==> config.mk <==
export PLATFORM = sky130hd
export DESIGN_NAME = buf_loader
export DESIGN_NICKNAME = d
export VERILOG_FILES = /design/src/rtl/motion_pkg.sv /design/src/rtl/word_assembler.sv /design/src/rtl/buf_loader.sv
export SDC_FILE = /design/constraint.sdc
export NUM_CORES = 1
export LEC_CHECK = 0
export CAP_MARGIN = 20
export CORE_MARGIN = 5
export CORE_UTILIZATION = 43
export CTS_BUF_LIST = sky130_fd_sc_hd__clkbuf_4 sky130_fd_sc_hd__clkbuf_8
export CTS_CLUSTER_SIZE = 14
export DETAILED_ROUTE_END_ITERATION = 8
export HOLD_SLACK_MARGIN = 0.05
export PLACE_DENSITY_LB_ADDON = 0.15
export SYNTH_ARGS = -nofsm -noshare
export SYNTH_HDL_FRONTEND = slang
export SYNTH_SLANG_ARGS = --single-unit
==> constraint.sdc <==
create_clock -name clk -period 6.1 [get_ports clk]
set_input_delay 0.915 -clock clk [delete_from_list [all_inputs] [get_ports clk]]
set_output_delay 0.915 -clock clk [all_outputs]
set_load 0.01 [all_outputs]
==> src/rtl/motion_pkg.sv <==
// rtl/motion_pkg.sv - shared constants for the motion command buffer front end
package motion_pkg;

  typedef logic [2:0] state_t;

  localparam logic [7:0] SYNC_BYTE = 8'hA5;

  localparam logic [7:0] OP_WRITE = 8'h01;
  localparam logic [7:0] OP_START = 8'h02;
  localparam logic [7:0] OP_ABORT = 8'h03;

  localparam logic [7:0] ERR_OK      = 8'h00;
  localparam logic [7:0] ERR_OPCODE  = 8'h01;
  localparam logic [7:0] ERR_CSUM    = 8'h02;
  localparam logic [7:0] ERR_TIMEOUT = 8'h03;

  localparam state_t S_SYNC    = 3'd0;
  localparam state_t S_OPCODE  = 3'd1;
  localparam state_t S_ADDR_HI = 3'd2;
  localparam state_t S_ADDR_LO = 3'd3;
  localparam state_t S_COUNT   = 3'd4;
  localparam state_t S_DATA    = 3'd5;
  localparam state_t S_CSUM    = 3'd6;

  localparam int WORD_BYTES = 5;

endpackage

==> src/rtl/word_assembler.sv <==
// rtl/word_assembler.sv - packs five bytes MSB first into a 40-bit command word
module word_assembler
  import motion_pkg::*;
(
  input  logic        clk,
  input  logic        rst,
  input  logic        clear_i,
  input  logic        byte_valid_i,
  input  logic [7:0]  byte_i,
  output logic [39:0] word_o,
  output logic        word_valid_o
);

  localparam logic [2:0] LAST_IDX = 3'(WORD_BYTES - 1);

  logic [31:0] shift_q, shift_d;
  logic [2:0]  idx_q, idx_d;

  // The word is presented in the same cycle its last byte arrives; the
  // first four bytes are held in the shift register.
  assign word_o       = {shift_q, byte_i};
  assign word_valid_o = byte_valid_i && !clear_i && (idx_q == LAST_IDX);

  // Shift in bytes and track the byte position; clear drops a partial word.
  always_comb begin
    shift_d = shift_q;
    idx_d   = idx_q;
    if (clear_i) begin
      shift_d = '0;
      idx_d   = '0;
    end else if (byte_valid_i) begin
      shift_d = {shift_q[23:0], byte_i};
      idx_d   = (idx_q == LAST_IDX) ? 3'd0 : idx_q + 3'd1;
    end
  end

  // Assembler state registers.
  always_ff @(posedge clk or posedge rst) begin
    if (rst) begin
      shift_q <= '0;
      idx_q   <= '0;
    end else begin
      shift_q <= shift_d;
      idx_q   <= idx_d;
    end
  end

endmodule

==> src/rtl/buf_loader.sv <==
// rtl/buf_loader.sv - framed byte stream to command buffer writes and start/abort pulses
module buf_loader
  import motion_pkg::*;
#(
  parameter int TIMEOUT = 100000
) (
  input  logic        clk,
  input  logic        rst,
  input  logic [7:0]  in_data,
  input  logic        in_valid,
  output logic        in_ready,
  output logic [15:0] ext_buffer_addr,
  output logic [39:0] ext_buffer_data,
  output logic        ext_buffer_wr,
  output logic        start,
  output logic [15:0] start_addr,
  output logic        abort,
  output logic        frame_done,
  output logic [7:0]  error,
  output logic        busy
);

  localparam logic [31:0] TIMEOUT_LAST = 32'(TIMEOUT - 1);

  state_t      state_q, state_d;
  logic [7:0]  csum_q, csum_d;
  logic [7:0]  op_q, op_d;
  logic [15:0] addr_q, addr_d;
  logic [8:0]  words_q, words_d;
  logic [31:0] timer_q, timer_d;

  logic        in_ready_q, in_ready_d;
  logic        wr_q, wr_d;
  logic [15:0] wr_addr_q, wr_addr_d;
  logic [39:0] wr_data_q, wr_data_d;
  logic        start_q, start_d;
  logic [15:0] start_addr_q, start_addr_d;
  logic        abort_q, abort_d;
  logic        done_q, done_d;
  logic [7:0]  error_q, error_d;
  logic        busy_q, busy_d;

  logic        accept;
  logic        timeout;
  logic        asm_clear;
  logic        asm_valid;
  logic [39:0] asm_word;
  logic        word_done;

  assign accept    = in_valid && in_ready_q;
  assign timeout   = (state_q != S_SYNC) && !accept && (timer_q == TIMEOUT_LAST);
  assign asm_clear = (state_q != S_DATA);
  assign asm_valid = accept && (state_q == S_DATA);

  word_assembler u_word_assembler (
    .clk          (clk),
    .rst          (rst),
    .clear_i      (asm_clear),
    .byte_valid_i (asm_valid),
    .byte_i       (in_data),
    .word_o       (asm_word),
    .word_valid_o (word_done)
  );

  // Frame parser: sequences header fields, writes words on the fly and
  // reports the frame outcome; the idle timer aborts stalled frames.
  always_comb begin
    state_d      = state_q;
    csum_d       = csum_q;
    op_d         = op_q;
    addr_d       = addr_q;
    words_d      = words_q;
    timer_d      = timer_q;
    in_ready_d   = 1'b1;
    wr_d         = 1'b0;
    wr_addr_d    = wr_addr_q;
    wr_data_d    = wr_data_q;
    start_d      = 1'b0;
    start_addr_d = start_addr_q;
    abort_d      = 1'b0;
    done_d       = 1'b0;
    error_d      = error_q;

    if (state_q == S_SYNC || accept) begin
      timer_d = '0;
    end else begin
      timer_d = timer_q + 32'd1;
    end

    if (timeout) begin
      error_d = ERR_TIMEOUT;
      done_d  = 1'b1;
      state_d = S_SYNC;
    end else if (accept) begin
      case (state_q)
        S_SYNC: begin
          if (in_data == SYNC_BYTE) begin
            csum_d  = '0;
            state_d = S_OPCODE;
          end
        end
        S_OPCODE: begin
          op_d   = in_data;
          csum_d = csum_q ^ in_data;
          if (in_data == OP_WRITE || in_data == OP_START) begin
            state_d = S_ADDR_HI;
          end else if (in_data == OP_ABORT) begin
            state_d = S_CSUM;
          end else begin
            error_d = ERR_OPCODE;
            done_d  = 1'b1;
            state_d = S_SYNC;
          end
        end
        S_ADDR_HI: begin
          addr_d  = {in_data, addr_q[7:0]};
          csum_d  = csum_q ^ in_data;
          state_d = S_ADDR_LO;
        end
        S_ADDR_LO: begin
          addr_d  = {addr_q[15:8], in_data};
          csum_d  = csum_q ^ in_data;
          state_d = (op_q == OP_WRITE) ? S_COUNT : S_CSUM;
        end
        S_COUNT: begin
          words_d = (in_data == 8'd0) ? 9'd256 : {1'b0, in_data};
          csum_d  = csum_q ^ in_data;
          state_d = S_DATA;
        end
        S_DATA: begin
          csum_d = csum_q ^ in_data;
          if (word_done) begin
            wr_d      = 1'b1;
            wr_addr_d = addr_q;
            wr_data_d = asm_word;
            addr_d    = addr_q + 16'd1;
            words_d   = words_q - 9'd1;
            if (words_q == 9'd1) begin
              state_d = S_CSUM;
            end else begin
              // The next byte starts a new word: hold off one cycle while
              // the write strobe is out.
              in_ready_d = 1'b0;
            end
          end
        end
        S_CSUM: begin
          done_d  = 1'b1;
          state_d = S_SYNC;
          if (in_data == csum_q) begin
            error_d = ERR_OK;
            if (op_q == OP_START) begin
              start_d      = 1'b1;
              start_addr_d = addr_q;
            end
            if (op_q == OP_ABORT) begin
              abort_d = 1'b1;
            end
          end else begin
            error_d = ERR_CSUM;
          end
        end
        default: begin
          state_d = S_SYNC;
        end
      endcase
    end

    busy_d = (state_d != S_SYNC);
  end

  // Parser state and registered outputs; reset drops any frame in flight.
  always_ff @(posedge clk or posedge rst) begin
    if (rst) begin
      state_q      <= S_SYNC;
      csum_q       <= '0;
      op_q         <= '0;
      addr_q       <= '0;
      words_q      <= '0;
      timer_q      <= '0;
      in_ready_q   <= 1'b0;
      wr_q         <= 1'b0;
      wr_addr_q    <= '0;
      wr_data_q    <= '0;
      start_q      <= 1'b0;
      start_addr_q <= '0;
      abort_q      <= 1'b0;
      done_q       <= 1'b0;
      error_q      <= '0;
      busy_q       <= 1'b0;
    end else begin
      state_q      <= state_d;
      csum_q       <= csum_d;
      op_q         <= op_d;
      addr_q       <= addr_d;
      words_q      <= words_d;
      timer_q      <= timer_d;
      in_ready_q   <= in_ready_d;
      wr_q         <= wr_d;
      wr_addr_q    <= wr_addr_d;
      wr_data_q    <= wr_data_d;
      start_q      <= start_d;
      start_addr_q <= start_addr_d;
      abort_q      <= abort_d;
      done_q       <= done_d;
      error_q      <= error_d;
      busy_q       <= busy_d;
    end
  end

  assign in_ready        = in_ready_q;
  assign ext_buffer_addr = wr_addr_q;
  assign ext_buffer_data = wr_data_q;
  assign ext_buffer_wr   = wr_q;
  assign start           = start_q;
  assign start_addr      = start_addr_q;
  assign abort           = abort_q;
  assign frame_done      = done_q;
  assign error           = error_q;
  assign busy            = busy_q;

endmodule

==> results of run 1 <==
layout make-up:
cell class | count | area share [%]
Timing Repair Buffer | 99 | 9.68
Tap cell | 270 | 3.32
Inverter | 14 | 0.554
Multi-Input combinational cell | 570 | 35.6
Clock inverter | 10 | 1.02
Sequential cell | 191 | 47.0
Clock buffer | 22 | 2.85
cells in the final DEF, fill, tap and decap left out, drive strengths merged, types with 3 or more instances in the layout:
cell | synthesis | layout
dfrtp | 191 | 191
nand2 | 101 | 101
clkdlybuf4s50 | 0 | 90
mux2 | 80 | 80
nor2 | 71 | 71
a21oi | 61 | 61
o21ai | 50 | 50
xor2 | 26 | 26
clkbuf | 19 | 22
nand3 | 21 | 21
nand4 | 17 | 17
nor4 | 16 | 16
inv | 14 | 16
nand2b | 11 | 11
xnor2 | 11 | 11
nor3 | 9 | 9
and3 | 9 | 9
buf | 30 | 9
a31oi | 7 | 7
and2 | 6 | 6
ha | 6 | 6
conb | 1 | 6
or3 | 5 | 5
a22o | 5 | 5
a211oi | 4 | 4
clkinvlp | 0 | 4
or2 | 3 | 3
clkinv | 0 | 3
kinds of logic (layout without fill, tap and decap cells):
group | count (synthesis) | count (layout) | synth area share (%)
DFF | 191 | 191 | 55.1
other | 1 | 6 | 0.0432
adders and majority gates | 6 | 6 | 0.865
xor gates and xnor gates | 37 | 37 | 3.73
AOI/OAI and AO/OA | 155 | 155 | 10.5
buffers and inverters | 63 | 145 | 3.55
and+or+nand+nor | 286 | 286 | 15.9
muxes | 80 | 80 | 10.4
state kept, by name, indices dropped and copies added (netlist names), 2 cells and up:
name,flops
words_q,9
start_addr,16
u_word_assembler.shift_q,32
addr_q,16
timer_q,32
ext_buffer_data,40
ext_buffer_addr,16
u_word_assembler.idx_q,3
op_q,8
error,2
csum_q,8
state_q,3
per-layer routing:
layer	vias to the layer above	GRT usage, %
met4	0	4.28
met1	3057	23.8
met2	112	27.2
li1	3007	-
met5	-	0
met3	18	3.81
power groups by stage:
stage / combinational (uW) / sequential (uW) / clock (uW)
final: 83.5 / 1280 / 827
after floorplan: 60.3 / 1300 / 0
after global routing: 95.1 / 1280 / 912
after detailed placement: 86.1 / 1300 / 0
after global placement: 85.3 / 1300 / 0
after CTS: 86.2 / 1280 / 856
path summary, 6_finish.rpt:
path                                                        from                         endpoint  cells past startpoint
hold reg to reg                             timer_q[0]$_DFF_PP0_             timer_q[0]$_DFF_PP0_                      1
setup / recovery                                        in_valid  ext_buffer_addr[15]$_DFFE_PP0P_                      7
max in group asynchronous                                    rst           addr_q[11]$_DFFE_PP0P_                      3
hold / removal                              timer_q[0]$_DFF_PP0_             timer_q[0]$_DFF_PP0_                      1
setup reg to reg           u_word_assembler.idx_q[0]$_DFFE_PP0P_  ext_buffer_addr[15]$_DFFE_PP0P_                      7
min in group asynchronous                                    rst             timer_q[2]$_DFF_PP0_                      3
through the flow:
stage | power, uW | setup WS, ps | hold WS (ps) | utilization, % | cell area (um^2)
after floorplan | 1360 | 2720 | 455 | - | 8700
after global placement | 1390 | 2240 | 473 | 48.7 | 9760
after detailed placement | 1390 | 2170 | 489 | 48.7 | 9760
after CTS | 2220 | 2690 | 502 | 50.7 | 10200
after global routing | 2290 | 2890 | 523 | 50.7 | 10200
final | 2190 | 2970 | 495 | 50.7 | 10200
critical path: cells and delay by family:
kind | cells | cell delay, ps
simple gates | 2 | 520
buf+inv | 3 | 1190
mux | 1 | 380
compound gates | 1 | 450
==> run metrics, run 1 <==
ranking of synthesized cells by area dfrtp_1 55%, mux2_2 10%, nand2_1 4.4%; CTS Buf Count 17; CTS resizes 0; period utilisation layout 51.3%; Root Buffer clkbuf_8; Overall Global Routing Usage between 10% and 20%; area of the multi-input gates 3620 um^2; kind of end point of the critical path register; synth unique cells 61; slowest CP cell clkdlybuf4s50_1; vias in the first global route 6300; top-area cell type share of the netlist area 55.1%; final non-filler cell total between 1000 and 1500; CTS Sinks ~190; DR WL/cell ~16 um; Warnings, synthesis 0; layout cells sized above 1 14.1%; CTS tree done; drt initial violations between 300 and 400; Die H 152 um; Post-synth top cells 191 x dfrtp_1, 101 x nand2_1, 80 x mux2_2; RSZ-0062 raised after global routing false; post-synth top area cell dfrtp_1; met3 wire len roughly 700 um; fraction of registers with async set/reset 100%; GRT Residual Overflow 0; Final Max Tran Viols 0; Max Clk Rate 320 MHz; post-CTS setup buffers 0; Port Buf Inserts 90; row cnt 52; pin count of the biggest net entering global routing 192; synthesized instance count 819; most used cell, CP buf_4; Clock Latency Late Sink 470 ps; Die X between 150 and 200 um; Max Cap Viol 0; CP peak stage delay ~480 ps; area grow syn2layout 17.2%; Worst slew margin between 20% and 30%; initial antenna violation count 0; CP Class input port to register; 1st-pass router iterations 4; Top Ports between 90 and 100; Worst-path clk slew 90 ps; Comb pwr share between 3 and 4%; register area approximately 4800 um^2; Crit Path Max Fanout 44; ANT nets after route 0; leakage between 0.004 and 0.005 uW; global-route wire length before repair 33100 um; Seq/Total Area, Yosys between 50 and 60%; met2 WL 9350 um; DR top layer met4; power density over the cells about 220 nW/um^2; #FFs+latches synth between 150 and 200; final hold viol count 0; placed insts about 1100; Post-CTS Hold Buffers 0; number of remaining DRC errors 0; r2r setup slk around 3400 ps; count leader, synth dfrtp_1; Sw Pwr 524 uW; Clock Power Share 37.8%; Switching Share a little under a quarter; Tightest Pin Transition ~1100 ps; syn avg cell area 10.6 um^2; Mapped Area ~8700 um^2; die area approximately 23000 um^2; Sequential Power Share 58.4%; CP Cell Sequence clkdlybuf4s50_1, nand2_1, buf_4, a211o_1, nor2_4, buf_4, mux2_2; drt total wl between 15000 and 20000 um; Clock Skews between 20 and 30 ps; Core ar. 20000 um^2; Initial Utilization 43.3%; Worst EP arrival 3480 ps; vias between 6000 and 7000; Sum Neg Setup Slack 0 ps; Fillers around 1900; CP Launch Type input port; DP Wirelength roughly 13000 um; RePlAce Congestion roughly 0.8; Post-synth EDFFs 0; VDD IR max 0.125 mV; Int Pwr around 1700 uW; count of final setup violators 0; Final #Nets 910; Hold Path Class register to register; met1 WL 9080 um; Crit path required time approximately 6500 ps; status completed; CTS Buffer Depth 2; DR vias/cell 5.27; Tmin final between 3000 and 4000 ps; H-tree depth 4; number of antenna diodes 0; dominant synthesized flop cell dfrtp_1
No activity file was read; power rests on OpenSTA's default activity.
==> run 2: changes to the inputs <==
==> constraint.sdc (replaced) <==
create_clock -name clk -period 2.7 [get_ports clk]
set_input_delay 0.405 -clock clk [delete_from_list [all_inputs] [get_ports clk]]
set_output_delay 0.405 -clock clk [all_outputs]
set_load 0.01 [all_outputs]
==> run 2 against run 1 <==
- global-route usage rose by 0.12 points
- first-iteration DRC count is 0.55% lower
- sequential share of layout area is 0.98 points lower
- sequential power grew 130%
- power is 130% higher
- critical endpoint is now addr_q[11]$_DFFE_PP0P_
- die area did not move
- cell count increased by 1.7%
- clock power rose by 140%
- non-clock buffer count up 21
- via count up 1.6%
==> run metrics, run 2 (synthesis gave the netlist of run 1 again) <==
status completed; pin count of the biggest net entering global routing 90 (-53%); Clock Skews 13.5 ps (-13.8 ps); final hold viol count 0 (unchanged); Initial Utilization 43.3% (unchanged); placed insts 1165 (+1.9%); number of remaining DRC errors 0 (unchanged); Worst slew margin 58.2% (+31 points); Worst-path clk slew 100 ps (about the same); count of final setup violators 0 (unchanged); crit path setup slack, layout 508 ps (-2460 ps); Die H 152 um (unchanged); Max Cap Viol 0 (unchanged); Crit path required time 3080 ps (-3370 ps); final non-filler cell total 1196 (+1.7%); initial antenna violation count 0 (unchanged); CP peak stage delay 630 ps (+150 ps); register area 4780 um^2 (unchanged); Sw Pwr 1200 uW (+130%); Clock Power Share 39.3% (+1.5 points); CP Class register to register; Int Pwr 3910 uW (+130%); CTS Sinks 191 (unchanged); Tmin final between 2000 and 2500 ps; RSZ-0062 raised after global routing false; ANT nets after route 0 (unchanged); Finished Cell Area 10400 um^2 (+2.1%); Clock Latency Late Sink 460 ps (about the same); Final #Nets 931 (+2.3%); DR vias/cell 5.26 (-0.13%); CTS Buf Count 17 (unchanged); Core ar. 20000 um^2 (unchanged); DR WL/cell 16.2 um (-1.8%); number of antenna diodes 0 (unchanged); post-CTS setup buffers 0 (unchanged); Tightest Pin Transition 621 ps (-464 ps); kind of end point of the critical path register; vias in the first global route 6293 (-0.11%); most common cell after layout, fill and taps aside dfrtp_1; layout cells sized above 1 16.0% (+1.9 points); H-tree depth 4 (unchanged); vias 6291 (+1.6%); row cnt 52 (unchanged); Top Ports 97 (unchanged); power density over the cells 492 nW/um^2 (+130%); DP Wirelength 12800 um (+0.85%); CTS resizes 0 (unchanged); Port Buf Inserts 90 (unchanged); 1st-pass router iterations 4 (unchanged); CTS Buffer Depth 2 (unchanged); drt total wl 19400 um (-0.13%); global-route wire length before repair 33200 um (+0.38%); RePlAce Congestion 0.789 (+1.1%); Comb pwr share 4.1% (+0.3 points); Post-CTS Hold Buffers 0 (unchanged); Sequential Power Share 56.6% (-1.8 points); CTS tree done; Max Clk Rate ~460 MHz; CP Launch Type register; Die X 152 um (unchanged); Switching Share 23.4% (-0.49 points); Root Buffer clkbuf_8; drt initial violations 361 (-0.55%); CP Cell Sequence nand3b_1, o22ai_1, and2_1, o21ai_0, a2bb2oi_1; Worst EP arrival 2580 ps (-900 ps); Final Max Tran Viols 0 (unchanged); Crit Path Max Fanout 14 (-68%); Core Util, Final 51.8% (+1.1 points); most frequent cells in the layout 191 x dfrtp_1, 101 x nand2_1, 90 x clkdlybuf4s50_1; die area 23100 um^2 (unchanged); leakage 0.00452 uW (+3.0%); Hold Path Class input port to asynchronous set/reset pin; Overall Global Routing Usage 17.2% (+0.12 points); Power Total 5110 uW (+130%); area grow syn2layout 19.7%; slowest CP cell dfrtp_1; area of the multi-input gates 3620 um^2 (unchanged); max reg flops 40 (unchanged); GRT Residual Overflow 0 (unchanged); Fillers 1910 (-0.88%); period utilisation layout roughly four fifths; VDD IR max 0.336 mV (+170%); pre-CTS setup slack 137 ps (-2030 ps); Post-Place Cell Area 9970 um^2 (+2.1%)
[run 2: cell types whose count changed in the layout (fill, tap and decap cells not counted), sizes merged]
cell,previous run,this run
clkinv,3,5
clkbuf,22,19
bufinv,1,3
clkinvlp,4,2
buf,9,30
[run 2: through the flow]
stage                     setup TNS [ps]  hold WS, ps
after floorplan                   -31980          455
after global placement                 0          482
after detailed placement               0          491
after CTS                              0          147
after global routing                   0          146
final                                  0          182
[run 2: power groups by stage]
stage | clock [uW] | sequential [uW] | combinational (uW)
6_report | 2010 | 2890 | 210
3_3_place_gp | 0 | 2950 | 215
3_5_place_dp | 0 | 2950 | 215
4_1_cts | 2070 | 2890 | 216
5_1_grt | 2200 | 2890 | 239
2_1_floorplan | 0 | 2940 | 136
[run 2: worst max-delay path: cells and delay by family, from the launching register on]
family             cells  cell delay (ps)
AOI/OAI and AO/OA      3              660
and+or+nand+nor        2              840
DFF                    1              630
[run 2: metal layers]
| layer | vias to the layer above | part of all wire [%] | track usage (%) |
|---|---|---|---|
| li1 | 3050 | - | - |
| met1 | 3117 | 48 | 24.1 |
| met2 | 111 | 48 | 27.3 |
| met3 | 13 | 3.6 | 3.95 |
| met4 | 0 | 0.99 | 4.07 |
| met5 | - | 0 | 0 |
[run 2: area by class of cell]
cell class | count | share of cell area [%]
Sequential cell | 191 | 46.0
Multi-Input combinational cell | 570 | 34.8
Timing Repair Buffer | 120 | 11.3
Tap cell | 270 | 3.25
Clock inverter | 12 | 1.53
Clock buffer | 19 | 2.52
Inverter | 14 | 0.542
[run 2: worst paths after layout]
check / from / to / slack [ps] / cells past startpoint
worst min register to register: timer_q[0]$_DFF_PP0_ / timer_q[0]$_DFF_PP0_ / 500 / 1
worst min-delay path: rst / frame_done$_DFF_PP0_ / 180 / 2
max in group asynchronous: rst / ext_buffer_data[31]$_DFFE_PP0P_ / 1780 / 3
worst max-delay path: state_q[0]$_DFF_PP0_ / addr_q[11]$_DFFE_PP0P_ / 510 / 5
worst max register to register: state_q[0]$_DFF_PP0_ / addr_q[11]$_DFFE_PP0P_ / 510 / 5
min in group clk: timer_q[0]$_DFF_PP0_ / timer_q[0]$_DFF_PP0_ / 500 / 1
==> run 3: changes to the inputs <==
==> constraint.sdc (replaced) <==
create_clock -name clk -period 1.9 [get_ports clk]
set_input_delay 0.285 -clock clk [delete_from_list [all_inputs] [get_ports clk]]
set_output_delay 0.285 -clock clk [all_outputs]
set_load 0.01 [all_outputs]
==> run 3 against run 2 <==
- the flow now finishes with violations (negative setup slack)
- register-to-register slack got worse by 650 ps
- worst setup slack got worse by 650 ps
- wire length up 17%
- sequential share of layout area fell by 4.8 points
- die area stayed put
- count of clock-buffer cells in the layout decreased by 1
- cell count up 6.5%
- clock power increased by 36%
- largest cell class unchanged
- highest routed layer unchanged
==> run metrics, run 3 (synthesis gave the netlist of run 1 again) <==
status complete, but fails checks; failing checks negative setup slack; Die H 152 um (unchanged); vias 6782 (+7.8%); leakage 0.00509 uW (+13%); Tmin final 2040 ps (-155 ps); Core Util, Final 57.9% (+6.1 points); Core ar. 20000 um^2 (unchanged); CP Cell Sequence buf_4, nand2_4, or4b_4, nor4_4, buf_4, clkbuf_16, mux2_4; Clock Latency Late Sink 470 ps (about the same); ANT nets after route 0 (unchanged); Sum Neg Setup Slack -2070 ps (-2070 ps); drt total wl 22600 um (+17%); Worst EP arrival 2400 ps (-180 ps); Top Ports 97 (unchanged); number of remaining DRC errors 0 (unchanged); most common cell after layout, fill and taps aside dfrtp_1; pin count of the biggest net entering global routing 69 (-23%); kind of end point of the critical path register; Crit path required time 2260 ps (-820 ps); CTS Buffer Depth 2 (unchanged); drt initial violations 435 (+20%); CP Launch Type register; Post-CTS Hold Buffers 0 (unchanged); Tightest Pin Transition 512 ps (-110 ps); Final #Nets 1008 (+8.3%); Root Buffer clkbuf_8; die area 23100 um^2 (unchanged); CTS Sinks 191 (unchanged); 1st-pass router iterations 5 (+1); CTS tree done; Crit Path Max Fanout 8 (-6); vias in the first global route 6741 (+7.1%); CP Class register to register; final hold viol count 0 (unchanged); GRT Residual Overflow 0 (unchanged); Hold Path Class input port to asynchronous set/reset pin; row cnt 52 (unchanged); DR WL/cell 17.8 um (+9.8%); count of final setup violators 30 (+30); CP peak stage delay 500 ps (-130 ps); VDD IR max 0.424 mV (+26%); Max Cap Viol 0 (unchanged); H-tree depth 4 (unchanged); CTS Buf Count 17 (unchanged); CP delay by family, top simple AND/OR/NAND/NOR gates; Worst slew margin 65.6% (+7.4 points); Worst-path clk slew 100 ps (about the same); global-route wire length before repair 35800 um (+8.0%); number of antenna diodes 0 (unchanged); Die X 152 um (unchanged); period utilisation layout 107% (+26 points); DP Wirelength 13800 um (+7.8%); most frequent cells in the layout 191 x dfrtp_1, 98 x nand2_1, 90 x clkdlybuf4s50_1; Initial Utilization 43.3% (unchanged); Overall Global Routing Usage 18.7% (+1.5 points); Clock Skews 11.0 ps (-2.55 ps); WP buf/inv 3 (+3); RePlAce Congestion 0.893 (+13%); power density over the cells 618 nW/um^2 (+26%); RSZ-0062 raised after global routing true; crit path setup slack, layout -137 ps (-645 ps); pre-CTS setup slack -473 ps (-611 ps); layout cells sized above 1 24.9% (+8.9 points); slowest CP cell or4b_4; Port Buf Inserts 90 (unchanged); most used cell, CP buf_4; initial antenna violation count 0 (unchanged); max reg flops 40 (unchanged); Max Clk Rate 491 MHz (+7.6%); DR vias/cell 5.32 (+1.2%); Final Max Tran Viols 0 (unchanged); area grow syn2layout 33.7%
[run 3: changes by cell type in the layout (fill, tap and decap cells not counted), sizes merged]
cell and change:
buf +71, clkbuf +4, bufinv -2, inv +3
clkinv +1, clkdlybuf4s15 +1
[run 3: routing by layer]
layer	track usage (%)	vias up	wire [um]
met1	25.8	3380	10500
met4	5.14	0	243
met3	3.87	21	936
met5	0	-	0
met2	30.2	174	11000
li1	-	3207	-
[run 3: cell type report]
cell class | count | area (um^2)
tap | 270 | 338
inverter | 14 | 56.3
sequential | 191 | 4780
multi-input combinational | 570 | 4030
clock inverter | 14 | 153
clock buffer | 18 | 248
timing repair buffer | 197 | 2000
fill | 1752 | 8440
[run 3: worst reg2reg max path, cell delays in order (launching register included)]
cell       delay [ps]
dfrtp_1           360
buf_4             120
nand2_4            50
or4b_4            500
nor4_4            250
buf_4             190
clkbuf_16         170
mux2_4            290
[run 3: report_power, final]
part	total [uW]	internal [uW]	switching [uW]	leakage, uW
registers	4110	4090	20.9	0.00265
logic	324	109	215	0.00224
clock network	2740	1120	1610	0.000202
[run 3: worst paths after layout]
check                                                         startpoint                         endpoint  slack (ps)  cells after the start
worst max-delay path                                state_q[1]$_DFF_PP0_       start_addr[15]$_DFFE_PP0P_        -140                      7
worst min-delay path                                                 rst            timer_q[29]$_DFF_PP0_         130                      2
worst max register to register                      state_q[1]$_DFF_PP0_       start_addr[15]$_DFFE_PP0P_        -140                      7
worst min register to register  u_word_assembler.shift_q[27]$_DFFE_PP0P_  ext_buffer_data[35]$_DFFE_PP0P_         520                      1
max in group asynchronous                                            rst              op_q[5]$_DFFE_PP0P_        1130                      3
min in group clk                u_word_assembler.shift_q[27]$_DFFE_PP0P_  ext_buffer_data[35]$_DFFE_PP0P_         520                      1
[run 3: per-stage QoR]
step	cell area, um^2	hold slack, ps	cells	power, uW
final	11600	125	1274	7170
after global routing	11600	118	1274	7430
after CTS	11100	110	1260	7220
after detailed placement	10500	495	1221	4510
after global placement	10500	487	1221	4510
after floorplan	8790	455	824	4380
[run 3: timing repair]
item	in CTS	in global routing
resized for setup	9	83
pin swaps	0	13
endpoints found under the setup margin	78	100
gates cloned	3	6
buffers inserted	4	9
